--- src/rtl/updown_bounce_sequencer.sv ---
// updown_bounce_sequencer: drives an up/down counter through lo->hi->lo bounces for N passes.
// Optional BOUNCE_PAUSE_EN adds a pause input that freezes the sequence.
module updown_bounce_sequencer #(
  parameter int WIDTH = 3,
  parameter int PASS_W = 4
) (
  input  logic              clk,
  input  logic              reset,
  input  logic              start,
  input  logic [WIDTH-1:0]  lo,
  input  logic [WIDTH-1:0]  hi,
  input  logic [PASS_W-1:0] passes,
  input  logic              abort,
`ifdef BOUNCE_PAUSE_EN
  input  logic              pause,
`endif
  input  logic [WIDTH-1:0]  Count,
  output logic              load,
  output logic [WIDTH-1:0]  Data_in,
  output logic              count_up,
  output logic              counter_on,
  output logic              busy,
  output logic              done,
  output logic              err,
  output logic [PASS_W-1:0] pass_cnt
);
  typedef enum logic [2:0] {IDLE, LOAD, UP, DOWN, DONE} state_t;
  state_t state, nxt;
  logic [WIDTH-1:0] lo_r, hi_r;
  logic [PASS_W-1:0] passes_r, pass_nxt;
  logic ok, run, viol, at_lo, at_hi, last, pz;
`ifdef BOUNCE_PAUSE_EN
  assign pz = pause;
`else
  assign pz = 1'b0;
`endif
  assign ok = (lo < hi) && (passes != '0);
  assign run = (state == UP) || (state == DOWN);
  assign at_lo = Count == lo_r;
  assign at_hi = Count == hi_r;
  assign viol = run && ((Count < lo_r) || (Count > hi_r));
  assign pass_nxt = pass_cnt + {{(PASS_W-1){1'b0}}, 1'b1};
  assign last = (state == DOWN) && at_lo && (pass_nxt == passes_r);
  assign busy = (state == LOAD) || run;
  always_comb begin
    nxt = state;
    load = 1'b0;
    Data_in = '0;
    count_up = 1'b0;
    counter_on = 1'b0;
    case (state)
      IDLE: nxt = (start && ok) ? LOAD : IDLE;
      LOAD: begin
        load = !abort && !pz;
        Data_in = lo_r;
        nxt = abort ? IDLE : pz ? LOAD : UP;
      end
      UP: begin
        count_up = !at_hi;
        counter_on = !abort && !viol && !pz;
        nxt = (abort || viol) ? IDLE : pz ? UP : at_hi ? DOWN : UP;
      end
      DOWN: begin
        count_up = at_lo;
        counter_on = !abort && !viol && !pz && !last;
        nxt = (abort || viol) ? IDLE : pz ? DOWN : last ? DONE : at_lo ? UP : DOWN;
      end
      default: nxt = IDLE;
    endcase
  end
  always_ff @(posedge clk or negedge reset) begin
    if (!reset) begin
      state <= IDLE;
      lo_r <= '0;
      hi_r <= '0;
      passes_r <= '0;
      pass_cnt <= '0;
      done <= 1'b0;
      err <= 1'b0;
    end else begin
      state <= nxt;
      done <= nxt == DONE;
      err <= ((state == IDLE) && start && !ok) || (viol && !abort);
      if ((state == IDLE) && start && ok) begin
        lo_r <= lo;
        hi_r <= hi;
        passes_r <= passes;
        pass_cnt <= '0;
      end else if ((state == DOWN) && at_lo && !abort && !viol && !pz)
        pass_cnt <= pass_nxt;
    end
  end
endmodule

--- config.mk ---
export PLATFORM = sky130hd
export DESIGN_NAME = updown_bounce_sequencer
export DESIGN_NICKNAME = d
export VERILOG_FILES = /design/src/rtl/updown_bounce_sequencer.sv
export SDC_FILE = /design/constraint.sdc
export NUM_CORES = 1
export LEC_CHECK = 0
export ABC_AREA = 0
export CORE_ASPECT_RATIO = 2
export CORE_UTILIZATION = 25
export CTS_BUF_LIST = sky130_fd_sc_hd__clkbuf_4
export DETAILED_ROUTE_END_ITERATION = 8
export SKIP_LAST_GASP = 1
export SYNTH_ARGS = -nofsm -noshare
export SYNTH_HDL_FRONTEND = slang
export SYNTH_SLANG_ARGS = --single-unit
--- constraint.sdc ---
create_clock -name clk -period 2.9 [get_ports clk]
set_input_delay 0.58 -clock clk [delete_from_list [all_inputs] [get_ports clk]]
set_output_delay 0.58 -clock clk [all_outputs]
set_load 0.05 [all_outputs]
# After elaboration in Yosys (flattened, before gate mapping)
# Cells that the tools add are included.
# Widths: inputs -> output; s select.
[totals] latch_bits=0 wordCells=58 n_memories=0 in_bits=17 out_inout_bits=13 reg_bits=19 rom_bits=0 ram_bits=0
[op_classes] mux=14 n_lt_le_gt_ge=3 n_mul=0 div=0 shift=0 n_bitwise=0 eq_ne=7 n_reduce_logical=26 addsub=1
[op_table] op="$logic_and 1x1->1" count=13
[op_table] op="$pmux 3 s4" count=1
[op_table] op="$mux 3" count=3
[op_table] op="$mux 4" count=2
[op_table] op="$eq 3x2->1 const B" count=2
[op_table] op="$eq 3x3->1" count=2
[op_table] op="$lt 3x3->1" count=2
[op_table] op="$logic_not 1->1" count=5
[op_table] op="$logic_or 1x1->1" count=5
[op_table] op="$add 4x1->4 const B" count=1
[op_table] op="$eq 4x4->1" count=1
[op_table] op="$mux 1" count=4
[op_table] op="$mux 2" count=2
[op_table] op="$pmux 1 s2" count=2
[op_table] op="$reduce_bool 4->1" count=1
[op_table] op="$eq 3x1->1 const B" count=1
[op_table] op="$eq 3x3->1 const B" count=1
[op_table] op="$gt 3x3->1" count=1
[op_table] op="$logic_not 3->1" count=1
[op_table] op="$reduce_bool 2->1" count=1

# Depth between registers and ports, before layout
[depth] ltp_word=7 ltp_mapped=7 ltp_nobuf=6

# Worst setup path before layout
# No wires, ideal clock.
[synth_path] kind="register -> output" start="register pass_cnt[0]" end="output counter_on" path_buffers=0 path_slack_ns=0.293 arrival_time_ns=2.027 path_stages_with_launch=6 required_ns=2.320 cell_sequence="dfrtp_1 -> ha_1 -> xor2_1 -> or4_1 -> nor3_2 -> nor2_1"
[synth_between] elab_chain_len=6
[synth_rtl] item="start, declared" line_no="25" source="output logic [PASS_W-1:0] pass_cnt"
[synth_rtl] item="start signal, assigned" line_no="90" source="pass_cnt <= pass_nxt;"
[synth_rtl] item="$add 4x1->4" line_no="42" source="assign pass_nxt = pass_cnt + {{(PASS_W-1){1'b0}}, 1'b1};"
[synth_rtl] item="$eq 4x4->1" line_no="43" source="assign last = (state == DOWN) && at_lo && (pass_nxt == passes_r);"
[synth_rtl] item="$logic_and 1x1->1" line_no="43"
[synth_rtl] item="$logic_not 1->1" line_no="65" source="counter_on = !abort && !viol && !pz && !last;"
[synth_rtl] item="$logic_and 1x1->1" line_no="65"
[synth_rtl] item="$pmux 1 s2" line_no="51" source="case (state)"
[synth_rtl] item="end, declared" line_no="21" source="output logic counter_on,"
# No other way between the ends.

# Worst setup path after layout
# Same ends and word-level chain as after synthesis.

==> impl_metrics.csv <==
group,metric,value,unit
clocking,clk_pin_slew_worst_paths,0.11,ns
finish,multi_input_area,698,um2
finish,seq_area,475,um2
timing,setup_viol,0,
timing,finalCritPeriodShare,96.6,%
clocking,cts_tree,"built",
timing,tightest_slew,0.864,ns
detailed_routing,first_iter_violations,16,
critical_path,worstSetupStartpointType,"flip-flop",
yosys,yosys.area.top_type_share,41.6,%
clocking,clock_latency,0.29,ns
worst_hold_path,hold_path_depth,2,
timing,timing.hold.ws,0.525,ns
worst_hold_path,hp-start,"hi_r[1]",
yosys,ys.flop_type,"dfrtp_1",
die,start_util,26.1,%
finish,diodes,0,
flow_run,drv_cap,0,
finish,areaGrowthSynthToFinish,52.4,%
finish,fin_area,1740,um2
clocking,numClockSinks,19,
detailed_routing,drt-pass1-iter-count,4,
clocking,cts-root-buf,"clkbuf_4",
yosys,synthCells,113,
clocking,htreeDepth,1,
yosys,syn-num-nets,139,
critical_path,cp-end-kind,"output port",
detailed_routing,drt_wl_total,3.06,mm
yosys,syn_area_per_cell,10.1,um2
yosys,synth.distinct_cells,36,
status,status,"finished, final reports clean",
worst_hold_path,min_path_type,"reg -> reg",
die,fp-row-count,34,
detailed_routing,viasPerCell,4.91,
yosys,yosys.area.top_type,"dfrtp_1",
global_route,grt_max_degree,20,
yosys,synth_area,1140,um2
timing,slew_viol_final,0,
die,die_h,97.6,um
critical_path,r2r_slack,0.15,ns
place,dpl_worst_slack,-0.199,ns
yosys,ys_seq_area_share,41.6,%
timing,skew,0.00338,ns
clocking,ctsHoldBuffers,0,
finish,drive_gt1_share,28.6,%
yosys,synth_edf_count,0,
die,die_area,4860,um2
power,p_per_area,535,nW/um2
place,gp_congestion,0.842,
place,dpl.hpwl,2.36,mm
finish,n_fill_cell,429,
yosys,ys_async_sr_fraction,100,%
finish,finalNetCount,188,
place,port_buffers,29,
timing,maxSlewHeadroom,42.2,%
place,dpl_cell_area,1570,um2
critical_path,crit_type,"reg -> out",
clocking,clk_path_buf_depth,2,
detailed_routing,drc,0,
detailed_routing,drt-wirelength-per-cell,14.3,um
critical_path,r2r_cells,13,
global_route,grt_pass1_wl,4.96,mm
die,ioPinCount,30,
timing,worst_slack,0.100,ns
global_route,gr-usage-all-layers,13.4,%
critical_path,reg2reg_to,"state[2]",
yosys,ys_ff_latch,19,
critical_path,worstPathMaxFanout,6,
detailed_routing,ant_nets,0,
yosys,yosysWarnings,0,
timing,finalSetupTns,0,ns
yosys,synth_most_common_cell,"dfrtp_1",
timing,fin_crit,2.80,ns
worst_hold_path,holdPathEnd,"hi_r[1]",
critical_path,r2r-start,"pass_cnt[0]",
timing,fmax,357,MHz
yosys,synth_area_leaders,"dfrtp_1 42%, ha_1 9.9%, mux2_2 7.9%, o21ai_0 3.9%, a21oi_1 3.5%",
die,core_area,4380,um2
global_route,grt_pass1_vias,1136,
detailed_routing,vias,1056,
critical_path,cp.required,2.32,ns
global_route,overflow,0,
power,ir_drop,0.000289,V
yosys,ys_top_cells_by_count,"19 x dfrtp_1, 10 x inv_1, 9 x ha_1, 9 x nor2_1, 9 x o21ai_0",
timing,finalHoldViolCount,0,
global_route,antenna_found_initial,0,
power,leakage,0.766,nW
clocking,cts_buffers,3,
die,die_w,49.8,um
critical_path,crit_arrival,2.22,ns
metal layers:
layer | GRT usage, % | vias up | wire (um) | part of all wire (%)
li1 | - | 503 | - | -
met1 | 13.0 | 514 | 1060 | 35
met3 | 2.50 | 10 | 90 | 2.9
met2 | 23.9 | 29 | 1810 | 59
met5 | 0 | - | 0 | 0
met4 | 10.1 | 0 | 105 | 3.4
flip-flops by register name (all words and copies together) (netlist names):
signal    cells
pass_cnt      4
passes_r      4
hi_r          3
lo_r          3
state         3
done          1
err           1
per-stage QoR:
step / utilization [%] / std cells / total power [mW]
finish: 39.7 / 215 / 0.932
global route: 39.7 / 215 / 0.999
CTS: 38.1 / 215 / 0.899
detailed placement: 35.9 / 204 / 0.756
global placement: 35.9 / 204 / 0.741
floorplan: - / 113 / 0.598
where the power goes:
part	internal [mW]	switching (mW)	total [mW]
Clock	0.0512	0.0819	0.133
Sequential	0.318	0.0396	0.357
Combinational	0.205	0.236	0.441
Total	0.574	0.357	0.932
worst max path at each step:
stage | start | cells past startpoint | to | slack (ns)
3_3_place_gp | Count[0] | 8 | counter_on | -0.17
4_1_cts | Count[0] | 8 | counter_on | 0.007
6_report | pass_cnt[0] | 6 | counter_on | 0.1
2_1_floorplan | pass_cnt[0] | 5 | counter_on | 0.29
3_5_place_dp | Count[0] | 8 | counter_on | -0.20
5_1_grt | pass_cnt[0] | 6 | counter_on | -0.009
critical path: stages, from the launching register on:
cell and delay [ns]:
dfrtp_1 0.47, ha_1 0.35, xor2_1 0.15, or4_4 0.55, nor3_4 0.21, nor2_2 0.06
buf_6 0.15
timing repair:
action,4_1_cts,5_1_grt
setup endpoints to repair,2,4
gates resized for setup,4,12
pin swaps,2,4
setup buffers,7,0
cell families (layout without fill, tap and decap cells):
logic type | count (synthesis) | in the layout | synth area share [%]
buf+inv | 12 | 60 | 4.05
xor+xnor | 6 | 6 | 4.60
simple gates | 34 | 34 | 19.1
compound gates | 25 | 25 | 12.9
flops | 19 | 19 | 41.6
mux | 8 | 8 | 7.89
fa+ha+maj | 9 | 9 | 9.86
layout make-up:
type | instances | area share, %
repair buffers | 46 | 24.9
inverters | 10 | 2.16
clock buffers | 3 | 1.29
multi-input cells | 82 | 40.1
well taps | 54 | 3.88
clock inverters | 1 | 0.288
flip-flops and latches | 19 | 27.3
layout by cell type, fill, tap and decap left out, types with 3 or more instances in the layout:
cell             instances
dlymetal6s2s_1           3
clkdlybuf4s50_1         23
nor2_1                   8
mux2_2                   8
buf_4                   18
ha_1                     6
xnor2_1                  4
clkbuf_4                 3
o21ai_0                  9
nand3b_1                 3
ha_4                     3
dfrtp_1                 19
inv_1                    9
a21oi_1                  7
Power figures use the tool's default switching activity.
